### src/rtl/wb_regfile.sv
// Write-back stage: selects the write-back source, commits it into an 8 x 16-bit
// register file, serves two bypassed decode read ports and counts retired instructions.
module wb_regfile #(
    parameter int DATA_W = 16,
    parameter int REG_AW = 3,
    parameter int CNT_W  = 16
) (
    input  logic              clk,
    input  logic              rst,
    input  logic              wb_valid,
    input  logic              wb_regWrite,
    input  logic [1:0]        wb_memToReg,
    input  logic [REG_AW-1:0] wb_write_reg,
    input  logic [DATA_W-1:0] wb_alu_out,
    input  logic [DATA_W-1:0] wb_read_data,
    input  logic [DATA_W-1:0] wb_pc_plus,
    input  logic [DATA_W-1:0] wb_sign_ext_low_bits,
    input  logic [REG_AW-1:0] rd_reg1,
    input  logic [REG_AW-1:0] rd_reg2,
    output logic [DATA_W-1:0] rd_data1,
    output logic [DATA_W-1:0] rd_data2,
    output logic [DATA_W-1:0] wb_write_data,
    output logic              wb_fwd_valid,
    output logic [CNT_W-1:0]  retire_count
);

    localparam int NUM_REGS = 1 << REG_AW;

    // Handshake: wb_valid marks a real instruction each cycle (no ready, WB never
    // stalls); the write commits on the edge ending any cycle where we is high.
    logic                   we;
    logic [DATA_W-1:0]      wb_mux;
    logic [DATA_W-1:0]      regs [NUM_REGS];
    logic [CNT_W-1:0]       count_q;

    always_comb begin
        case (wb_memToReg)
            2'b00:   wb_mux = wb_alu_out;
            2'b01:   wb_mux = wb_read_data;
            2'b10:   wb_mux = wb_pc_plus;
            default: wb_mux = wb_sign_ext_low_bits;
        endcase
    end

    assign we            = !rst && wb_valid && wb_regWrite;
    assign wb_write_data = wb_mux;
    assign wb_fwd_valid  = we;

    always_ff @(posedge clk) begin
        if (rst) begin
            for (int i = 0; i < NUM_REGS; i++) begin
                regs[i] <= '0;
            end
        end else if (we) begin
            regs[wb_write_reg] <= wb_mux;
        end
    end

    // Bypass lets decode see the value committing this cycle without waiting an edge.
    always_comb begin
        rd_data1 = regs[rd_reg1];
        rd_data2 = regs[rd_reg2];
        if (we && (rd_reg1 == wb_write_reg)) begin
            rd_data1 = wb_mux;
        end
        if (we && (rd_reg2 == wb_write_reg)) begin
            rd_data2 = wb_mux;
        end
    end

    always_ff @(posedge clk) begin
        if (rst) begin
            count_q <= '0;
        end else if (wb_valid) begin
            count_q <= count_q + 1'b1;
        end
    end

    assign retire_count = count_q;

endmodule

### config.mk
export PLATFORM = sky130hd
export DESIGN_NAME = wb_regfile
export DESIGN_NICKNAME = d
export VERILOG_FILES = /design/src/rtl/wb_regfile.sv
export SDC_FILE = /design/constraint.sdc
export NUM_CORES = 1
export LEC_CHECK = 0
export ABC_AREA = 1
export BUFFER_PORTS_ARGS = -buffer_cell sky130_fd_sc_hd__buf_2
export CAP_MARGIN = 30
export CORE_UTILIZATION = 55
export CTS_CLUSTER_SIZE = 16
export DETAILED_ROUTE_END_ITERATION = 8
export GPL_ROUTABILITY_DRIVEN = 1
export PLACE_DENSITY = 0.78
export SKIP_CTS_REPAIR_TIMING = 1
export SKIP_LAST_GASP = 1
export SLEW_MARGIN = 20
export SYNTH_ARGS = -nofsm -noshare
export SYNTH_HDL_FRONTEND = slang
export SYNTH_SLANG_ARGS = --single-unit
### constraint.sdc
create_clock -name clk -period 4.8 [get_ports clk]
set_input_delay 0.96 -clock clk [delete_from_list [all_inputs] [get_ports clk]]
set_output_delay 0.96 -clock clk [all_outputs]
set_load 0.05 [all_outputs]
# Yosys cells after proc, flatten, opt, wreduce, memory -nomap -nowiden

Memory sizes are Yosys's and may differ from the RTL's.
Cells that the tools add are included.
W data, S select, Z words.

Flip-flop bits (word level): 16
Bits in latches: 0
Bits in writable memories: 128
Bits in read-only memories: 0
Input bits: 79
Output and inout port bits: 65
Logic and storage cells: 25
Memories kept: 1

Memories:

| memory | words | bits a word | read ports | clocked after Yosys merged registers in | write ports | RTL line | RTL |
|---|---|---|---|---|---|---|---|
| regs   | 8     | 16          | 2          | 0                                       | 8           | 33       | `logic [DATA_W-1:0] regs [NUM_REGS];` |

$add $sub $neg: 1
$mul: 0
Divide/modulo/power cells: 0
Magnitude comparators: 0
Eq/ne operators: 4
Shift-type cells: 0
Muxes and demuxes: 11
Bitwise logic cells: 0
Reduce and logical (&&, ||, !) cells: 7

Operator list:

| cell                    | number |
|---|---|
| $mux W16                | 3 |
| $pmux W16 S3            | 1 |
| $add A16 B1 Y16 const B | 1 |
| $reduce_or A16 Y1       | 1 |
| $eq A3 B3 Y1            | 2 |
| $mux W1                 | 6 |
| $logic_and A1 B1 Y1     | 4 |
| $mux W3                 | 1 |
| $eq A2 B1 Y1 const B    | 1 |
| $eq A2 B2 Y1 const B    | 1 |
| $logic_not A2 Y1        | 1 |
| $logic_not A1 Y1        | 1 |

# Depth between registers and ports, before layout

Gate-level depths: netlist of run 1.

Depth in word-level cells: 8
Mapped depth: 10
Depth with buffers taken out: 8

# Least setup slack after synthesis of run 1

Ideal clock, no wire load.

Path kind: input to output
Start: in wb_valid
End: out rd_data1[10]
Arrival: 2.751 ns
Data required time: 3.840 ns
Path slack: 1.089 ns
Stages on the path: 8
Path buffers: 2
Cells stage by stage: buf_4 nand2_1 nor2_1 nand4_1 inv_2 buf_4 nand2_1 nand2_1

Longest elaborated chain between the ends: 4

RTL lines:

| item                             | RTL line | RTL |
|---|---|---|
| from (decl)                      | 10       | `input logic wb_valid,` |
| $logic_and A1 B1 Y1 (2 in a row) | 45       | `assign we = !rst && wb_valid && wb_regWrite;` |
| named net wb_fwd_valid           | 23       | `output logic wb_fwd_valid,` |
| $logic_and A1 B1 Y1              | 63       | `if (we && (rd_reg1 == wb_write_reg)) begin` |
| $mux W16                         | 63       |  |
| to (decl)                        | 20       | `output logic [DATA_W-1:0] rd_data1,` |

The timed path passes the listed nets, and every way through them passes these cells.

# Worst setup path after layout of run 1

Start: in rd_reg1[0]
End: out rd_data1[2]

Longest elaborated chain between the ends: 3
Elaborated cells on any way between the ends: 4
Classes of those cells: 1 x eq/ne; 1 x mux; 1 x reduce/logical; 1 x memory

RTL lines:

| item                                                   | RTL line | RTL |
|---|---|---|
| from (decl)                                            | 18       | `input logic [REG_AW-1:0] rd_reg1,` |
| branches (longest 2 deep; another with $mem_v2 Z8 W16) | --       |  |
| $mux W16 (*)                                           | 63       |  |

Mark *: on every way between the ends.

==> flow_summary.yaml, run 1 <==
placed_design:
  placement.io_buffers: 143
  place_congestion: 0.910
  place_hpwl_um: 17600
  dp_slack_ns: 0.947
timing:
  finalSetupViolCount: 0
  max_freq_mhz: 254
  fin_ws_ns: 0.869
  tightestPinTransition_ns: 0.980
  fin_crit_ns: 3.93
  rsz0062_at_grt: "false"
  tns_ns: 0
  maxSlewViolCount: 0
  final.period_utilization_pct: 81.9
  slew_headroom_pct: 34.5
  finClkSkew_ns: 0.00270
  hold_viol: 0
logic_synthesis:
  syn-cell-area_um2: 9070
  syn_nets: 1310
  synth_top_area_share_pct: 42.4
  ys_seq_elements: 144
  syn_inst: 1230
  synth-simple-area-share_pct: 42.4
  synthMuxAreaShare_pct: 0
  ys_warn_count: 0
  synth.yosys.seq_area_share_pct: 45.9
  synth_top_area_cell: "edfxtp_1"
  synth_xor_area_share_pct: 0.290
  synth_cell_types: 29
  synth_top_family_by_area: "simple AND/OR/NAND/NOR gates"
  synth_compound_area_share_pct: 2.26
  synthTopCellsByArea: "edfxtp_1 (42%), nand2_1 (18%), nand3_1 (10%), nor2_1 (7.9%), inv_1 (3.9%)"
  synthAdderAreaFrac_pct: 0.138
  synth_area_per_cell_um2: 7.38
pwr:
  ir_drop_mv: 0.255
  pwr-share-comb_pct: 20.5
  swShare_pct: 30.5
  pwr-share-clk_pct: 38.5
  p_leak_nw: 4.78
  pwr-share-seq_pct: 41.0
  p_sw_w: 0.00109
  finalPower_w: 0.00356
  power_per_cell_area_nw_per_um2: 340
  p_int_w: 0.00247
cells_and_area:
  drive_gt1_share_pct: 18.9
  diodes: 0
  mostFrequentLayoutCell: "nand2_1"
  syn_to_final_growth_pct: 15.2
  final_cell_mix: "nand2_1 (435), nor2_1 (191), nand3_1 (181)"
  nNetsFinal: 1420
clock_network:
  cts-htree-levels: 4
  cts_tree: "done"
  path_clk_slew_ns: 0.06
  clock_latency_ns: 0.43
  cts_max_path_buffers: 2
  cts.sinks: 144
  root_buffer: "clkbuf_16"
  cts_buffers: 17
grt:
  grt_max_degree: 72
  track_usage_pct: 33.6
  grt_pass1_wl_um: 41800
  grt_pass1_vias: 7802
  antenna_found_initial: 0
  grt.overflow.total: 0
drt:
  firstDrtPassIters: 6
  via_per_inst: 5.72
  num_vias: 8971
  drt-wirelength-per-cell_um: 18.0
  drc: 0
  final_antenna_net_count: 0
  drt_iter0_markers: 1166
  drt-total-wl_um: 28300
worst_setup_path:
  critPathCaptureType: "output port"
  cp-start-kind: "primary input"
  arrival_ns: 2.97
  path_max_fanout: 71
  crit_type: "primary input to output port"
  worstPathRequired_ns: 3.84
  rrSetupSlack_ns: 3.40
floorplanning:
  start_util_pct: 56.7
  dieArea_um2: 17000
  rows: 46
  die_w_um: 130
  core_um2: 16000
  dieHeight_um: 130
  boundaryPins: 144
hold_path:
  hold_class: "flop to flop"
status:
  status: "finished, final reports clean"
run:
  max_cap_viol_count: 0
==> kinds of logic (layout without fill, tap and decap cells) <==
logic type / count (synthesis) / after routing
flip-flops: 144 / 144
AO/OA/AOI/OAI: 34 / 34
AND/OR/NAND/NOR: 867 / 867
adder cells (fa/ha/maj): 1 / 1
XOR/XNOR: 3 / 3
buffers and inverters: 181 / 304
==> power by group through the flow <==
| stage | Combinational (W) | Sequential (W) | Clock, W |
|---|---|---|---|
| 6_report | 0.000728 | 0.00146 | 0.00137 |
| 5_1_grt | 0.000778 | 0.00147 | 0.00143 |
| 4_1_cts | 0.000716 | 0.00146 | 0.00137 |
| 3_5_place_dp | 0.000713 | 0.00148 | 0 |
| 3_3_place_gp | 0.000702 | 0.00148 | 0 |
| 2_1_floorplan | 0.000506 | 0.00148 | 0 |
==> final timing paths <==
path | start | endpoint | cells after the start
setup / recovery | rd_reg1[0] | rd_data1[2] | 10
hold / removal | retire_count[8] | retire_count[8] | 2
setup reg to reg | retire_count[5] | retire_count[13] | 7
hold reg to reg | retire_count[8] | retire_count[8] | 2
==> cells in the mapped netlist <==
library cell / number
a21oi_1: 8
a21oi_2: 2
buf_1: 2
buf_2: 26
buf_4: 10
buf_6: 6
clkbuf_1: 23
dfxtp_1: 16
edfxtp_1: 128
ha_1: 1
inv_1: 94
inv_2: 9
inv_4: 11
nand2_1: 435
nand2_2: 19
nand2_4: 7
nand3_1: 181
nand3_2: 1
nand4_1: 9
nand4_4: 10
nor2_1: 191
nor2_2: 7
nor2_4: 5
nor3_1: 2
o211ai_1: 10
o21a_1: 1
o21ai_0: 13
xnor2_1: 1
xor2_1: 2
==> area by class of cell <==
type | instances | area, µm²
clock buffer | 19 | 433
clock inverter | 13 | 169
fill | 1351 | 5550
inverter | 114 | 455
multi-input combinational | 905 | 4090
sequential | 144 | 4160
tap | 216 | 270
timing repair buffer | 158 | 872
==> stage by stage <==
| stage | utilization (%) | std cells | hold slack (ns) | instance area (µm²) |
|---|---|---|---|---|
| floorplan | - | 1230 | 0.708 | 9070 |
| global placement | 61.1 | 1534 | 0.480 | 9780 |
| detailed placement | 61.5 | 1536 | 0.489 | 9840 |
| CTS | 65.2 | 1568 | 0.498 | 10400 |
| global route | 65.3 | 1569 | 0.521 | 10500 |
| finish | 65.3 | 1569 | 0.502 | 10500 |
==> registers in the layout, indices dropped and copies added, names as in the netlist <==
signal	count
regs	128
retire_count	16
==> routing by layer <==
metal	GRT usage [%]	up-vias	part of all wire, %
met5	0	-	0
met1	41.3	4067	37
li1	-	4162	-
met2	54.9	644	46
met4	17.1	0	3.6
met3	8.47	98	14
==> worst max-delay path, stage by stage <==
cell and delay, ns:
buf_2 0.09, buf_4 0.64, nand2_1 0.13, nand2_1 0.13
nand4_1 0.09, buf_4 0.21, inv_2 0.28, nand2_1 0.09
nand2_1 0.08, buf_2 0.26
Power figures use the tool's default switching activity.
==> run 2: changes to the inputs <==
Settings changed: ABC_AREA 1 to 0, CORE_UTILIZATION 55 to 51, PLACE_DENSITY 0.78 to 0.77.
Clock period 4.8 ns to 3.5 ns, I/O delays scaled along.
==> flow_summary.yaml, run 2 <==
grt:
  grt_max_degree: 34
  track_usage_pct: 28.6
  grt_pass1_wl_um: 33300
  antenna_found_initial: 0
  grt_pass1_vias: 6053
  grt.overflow.total: 0
drt:
  drt-total-wl_um: 22700
  num_vias: 6131
  via_per_inst: 6.02
  drt-wirelength-per-cell_um: 22.3
  final_antenna_net_count: 0
  drc: 0
  firstDrtPassIters: 7
  drt_iter0_markers: 564
cells_and_area:
  fillCellCount: 1151
  register_area_um2: 4160
  mostFrequentLayoutCell: "nor2_1"
  diodes: 0
  largest_reg_flops: 128
  drive_gt1_share_pct: 39.5
  nNetsFinal: 874
  multi_input_area_um2: 3610
  max_flop_register: "regs"
  fin_util_pct: 63.8
  layout.cells.non_filler: 1018
  syn_to_final_growth_pct: 20.9
  final_cell_mix: "nor2_1 (158), buf_2 (143), edfxtp_1 (128)"
clock_network:
  path_clk_slew_ns: 0.05
  cts_tree: "done"
  root_buffer: "clkbuf_16"
  cts_buffers: 17
  clock_latency_ns: 0.43
  cts.sinks: 144
  cts_max_path_buffers: 2
  cts-htree-levels: 4
logic_synthesis:
  synth-edff-count: 128
  synth_ff_type: "edfxtp_1"
  syn-cell-area_um2: 8090
  ys_warn_count: 0
  synth_common_cells: "nor2_1 (158), edfxtp_1 (128), mux4_2 (64)"
  async_reset_ff_share_pct: 0
  ys_seq_elements: 144
  synth_most_common_cell: "nor2_1"
  synthTopCellsByArea: "edfxtp_1 (48%), mux4_2 (18%), nor2_1 (7.3%), mux2i_1 (6.1%), mux2_2 (4.5%)"
  syn_nets: 727
  synth_top_area_share_pct: 47.5
  synth_top_area_cell: "edfxtp_1"
  synth_area_per_cell_um2: 12.5
  syn_inst: 647
  synth_cell_types: 30
  synth.yosys.seq_area_share_pct: 51.5
hold_path:
  hold_class: "flop to flop"
  whs_path_depth: 2
worst_setup_path:
  path_buf_inv: 3
  regToRegEndpoint: "retire_count[15]"
  crit_start: "rd_reg1[0]"
  path_depth: 7
  slowest_stage: "mux4_2"
  cp-start-kind: "primary input"
  path_max_fanout: 13
  critPathCaptureType: "output port"
  cpLargestDelayFamily: "multiplexers"
  arrival_ns: 2.45
  worstRegToRegCells: 4
  crit_type: "primary input to output port"
  worstPathRequired_ns: 2.80
  rrSetupSlack_ns: 1.69
  r2r-start: "retire_count[2]"
  path_cells: "buf_2 > buf_12 > mux4_2 > mux2_2 > nor2_1 > a21oi_1 > buf_2"
  critical_path.endpoint: "rd_data1[6]"
  cp_common_cell: "buf_2"
  max_stage_delay_ns: 0.50
timing:
  finalSetupViolCount: 0
  fin_crit_ns: 3.15
  hold_viol: 0
  fin_ws_ns: 0.349
  max_freq_mhz: 317
  slew_headroom_pct: 67.2
  rsz0062_at_grt: "false"
  hold_ws_ns: 0.493
  final.period_utilization_pct: 90.0
  finClkSkew_ns: 0.00191
  tightestPinTransition_ns: 0.492
  maxSlewViolCount: 0
status:
  status: "finished, final reports clean"
floorplanning:
  dieHeight_um: 128
  rows: 45
  boundaryPins: 144
  dieArea_um2: 16400
  core_um2: 15300
  die_w_um: 128
  start_util_pct: 52.8
placed_design:
  dp_cells: 986
  placement.io_buffers: 143
  place_hpwl_um: 15000
  dp_slack_ns: 0.340
  place_congestion: 0.840
pwr:
  power_per_cell_area_nw_per_um2: 476
  finalPower_w: 0.00465
  p_sw_w: 0.00135
  pwr-share-clk_pct: 35.8
  ir_drop_mv: 0.392
  swShare_pct: 29.0
  pwr-share-comb_pct: 20.8
  p_leak_nw: 4.04
  p_int_w: 0.00331
  pwr-share-seq_pct: 43.3
run:
  max_cap_viol_count: 0
[run 2: cell types whose count changed in the layout (fill, tap and decap cells not counted), sizes merged, moves of 8 or more]
| cell | before | now |
|---|---|---|
| a21oi | 10 | 20 |
| buf | 158 | 189 |
| inv | 114 | 20 |
| mux2 | 0 | 32 |
| mux2i | 0 | 49 |
| mux4 | 0 | 64 |
| nand2 | 461 | 24 |
| nand2b | 0 | 8 |
| nand3 | 182 | 8 |
| nand4 | 19 | 7 |
| nor2 | 203 | 158 |
| o211ai | 10 | 0 |
| xnor2 | 1 | 10 |
[run 2: power by group through the flow]
stage | registers (W) | logic (W) | clock network [W]
CTS | 0.00201 | 0.000966 | 0.00167
floorplan | 0.00203 | 0.000674 | 0
detailed placement | 0.00205 | 0.000961 | 0
finish | 0.00202 | 0.000970 | 0.00167
global route | 0.00202 | 0.00101 | 0.00175
global placement | 0.00203 | 0.000945 | 0
[run 2: area by class of cell]
cell class / count / area share, %
Clock inverter: 6 / 0.320
Tap cell: 211 / 2.70
Sequential cell: 144 / 42.6
Clock buffer: 26 / 5.22
Inverter: 19 / 0.729
Timing Repair Buffer: 189 / 11.5
Multi-Input combinational cell: 423 / 37.0
[run 2: worst min path at each step]
stage	end	from	slack [ns]
3_5_place_dp	retire_count[15]	retire_count[15]	0.48
4_1_cts	retire_count[15]	retire_count[15]	0.49
2_1_floorplan	retire_count[15]	retire_count[15]	0.71
5_1_grt	retire_count[15]	retire_count[15]	0.54
6_report	retire_count[15]	retire_count[15]	0.49
3_3_place_gp	retire_count[15]	retire_count[15]	0.48
[run 2: cell families (layout without fill, tap and decap cells)]
family          after synthesis  count (layout)  share of synthesized area (%)
simple gates                220             220                           11.8
mux                         145             145                           28.3
flops                       144             144                           51.5
buf+inv                      80             240                           3.93
compound gates               40              40                           2.48
xor+xnor                     17              17                           1.84
fa+ha+maj                     1               1                          0.155
[run 2: worst register-to-register path: cells and delay by family, from the launching register on]
kind | cells | cell delay [ns]
flops | 1 | 0.44
compound gates | 1 | 0.14
simple gates | 3 | 1.17
[run 2: metrics by stage]
stage / setup TNS, ns / instance area, µm²
2_1_floorplan: -0.717 / 8090
3_3_place_gp: 0 / 9240
3_5_place_dp: 0 / 9240
4_1_cts: 0 / 9780
5_1_grt: 0 / 9780
6_report: 0 / 9780
[run 2: layer usage]
| metal | vias up | global-route usage [%] | routed length (µm) |
|---|---|---|---|
| met5 | - | 0 | 0 |
| met4 | 0 | 13.6 | 700 |
| met3 | 62 | 7.80 | 2480 |
| met2 | 460 | 47.3 | 11200 |
| met1 | 2941 | 35.1 | 8380 |
| li1 | 2668 | - | - |
==> run 3: changes to the inputs <==
--- a/config.mk
+++ b/config.mk
@@ -15,2 +15,3 @@
 export PLACE_DENSITY = 0.77
+export RECOVER_POWER = 100
 export SKIP_CTS_REPAIR_TIMING = 1
==> constraint.sdc (replaced) <==
create_clock -name clk -period 3.5 [get_ports clk]
set_input_delay 0.35 -clock clk [delete_from_list [all_inputs] [get_ports clk]]
set_output_delay 0.35 -clock clk [all_outputs]
set_load 0.05 [all_outputs]
==> flow_summary.yaml, run 3 (synthesized netlist as in run 2, its figures left out) <==
hold_path:
  whs_path_depth: 3
  hold_class: "primary input to flop"
  min-delay-start: "wb_valid"
  hold_end: "retire_count[1]"
clock_network:
  clock_latency_ns: 0.42
  path_clk_slew_ns: 0.06
  cts.sinks: 144
  cts_tree: "done"
  root_buffer: "clkbuf_16"
  cts-htree-levels: 4
  cts_max_path_buffers: 2
  cts_buffers: 17
worst_setup_path:
  arrival_ns: 2.74
  critPathCaptureType: "output port"
  worstRegToRegCells: 4
  rrSetupSlack_ns: 1.48
  crit_type: "primary input to output port"
  path_cells: "buf_2 > nand3b_1 > inv_1 > nand4_2 > mux2i_1 > clkbuf_1"
  max_stage_delay_ns: 0.62
  regToRegEndpoint: "retire_count[15]"
  slowest_stage: "nand4_2"
  r2r-start: "retire_count[3]"
  cp-start-kind: "primary input"
  path_max_fanout: 25
  worstPathRequired_ns: 3.15
timing:
  fin_ws_ns: 0.412
  final.period_utilization_pct: 88.2
  slew_headroom_pct: 24.4
  rsz0062_at_grt: "false"
  hold_viol: 0
  finClkSkew_ns: 0.00980
  tightestPinTransition_ns: 1.13
  maxSlewViolCount: 0
  finalSetupViolCount: 0
  fin_crit_ns: 3.09
  tns_ns: 0
  max_freq_mhz: 324
cells_and_area:
  nNetsFinal: 871
  final_area_um2: 9510
  mostFrequentLayoutCell: "nor2_1"
  register_area_um2: 4160
  multi_input_area_um2: 3590
  fillCellCount: 1255
  drive_gt1_share_pct: 27.2
  max_flop_register: "regs"
  syn_to_final_growth_pct: 17.6
  largest_reg_flops: 128
  final_cell_mix: "nor2_1 (158), edfxtp_1 (128), clkbuf_1 (96)"
  diodes: 0
  layout.cells.non_filler: 1015
grt:
  track_usage_pct: 27.7
  grt.overflow.total: 0
  grt_max_degree: 33
  grt_pass1_vias: 6161
  grt_pass1_wl_um: 33000
  antenna_found_initial: 0
floorplanning:
  boundaryPins: 144
  dieArea_um2: 16400
  core_um2: 15300
  die_w_um: 128
  rows: 45
  start_util_pct: 52.8
  dieHeight_um: 128
drt:
  drc: 0
  drt-total-wl_um: 21900
  firstDrtPassIters: 5
  drt_iter0_markers: 653
  via_per_inst: 5.97
  final_antenna_net_count: 0
  num_vias: 6056
  drt-wirelength-per-cell_um: 21.6
placed_design:
  place_hpwl_um: 14800
  place_congestion: 0.836
  dp_cells: 983
  placed_cell_area_um2: 9150
  placement.io_buffers: 143
  dp_slack_ns: 0.592
status:
  status: "finished, final reports clean"
run:
  max_cap_viol_count: 0
pwr:
  power_per_cell_area_nw_per_um2: 497
  ir_drop_mv: 0.326
  p_leak_nw: 3.67
  finalPower_w: 0.00472
==> run 3: how the worst max path moves through the flow <==
| stage | from | end |
|---|---|---|
| finish | rst | rd_data2[15] |
| global route | rst | rd_data2[15] |
| CTS | rst | rd_data2[2] |
| detailed placement | rst | rd_data2[2] |
| global placement | rst | rd_data2[9] |
| floorplan | wb_valid | rd_data2[10] |
==> run 3: worst max-delay path: cells and delay by family <==
family / cells / cell delay, ns
multiplexers: 1 / 0.41
buffers and inverters: 3 / 1.00
AND/OR/NAND/NOR: 2 / 0.97
==> run 3: layout make-up <==
| cell class | count | share of cell area, % |
|---|---|---|
| sequential | 144 | 43.8 |
| clock inverter | 13 | 1.53 |
| tap | 211 | 2.78 |
| timing repair buffer | 186 | 8.84 |
| multi-input combinational | 423 | 37.7 |
| clock buffer | 19 | 4.55 |
| inverter | 19 | 0.750 |
==> run 3: metal layers <==
layer | wire, µm | track usage (%) | up-vias
li1 | - | - | 2658
met1 | 8010 | 33.1 | 2942
met2 | 11200 | 47.6 | 403
met3 | 2180 | 7.26 | 53
met4 | 570 | 12.1 | 0
met5 | 0 | 0 | -
==> run 3: through the flow <==
| stage | hold slack [ns] | util [%] |
|---|---|---|
| global route | 0.325 | 62.1 |
| detailed placement | 0.480 | 59.8 |
| floorplan | 0.635 | - |
| finish | 0.300 | 62.1 |
| CTS | 0.297 | 63.5 |
| global placement | 0.476 | 59.8 |
==> run 3: power breakdown <==
part           internal (W)  switching (W)  leakage, nW
registers           0.00196      0.0000502         1.35
logic              0.000295       0.000622         2.04
clock network       0.00111       0.000684        0.279
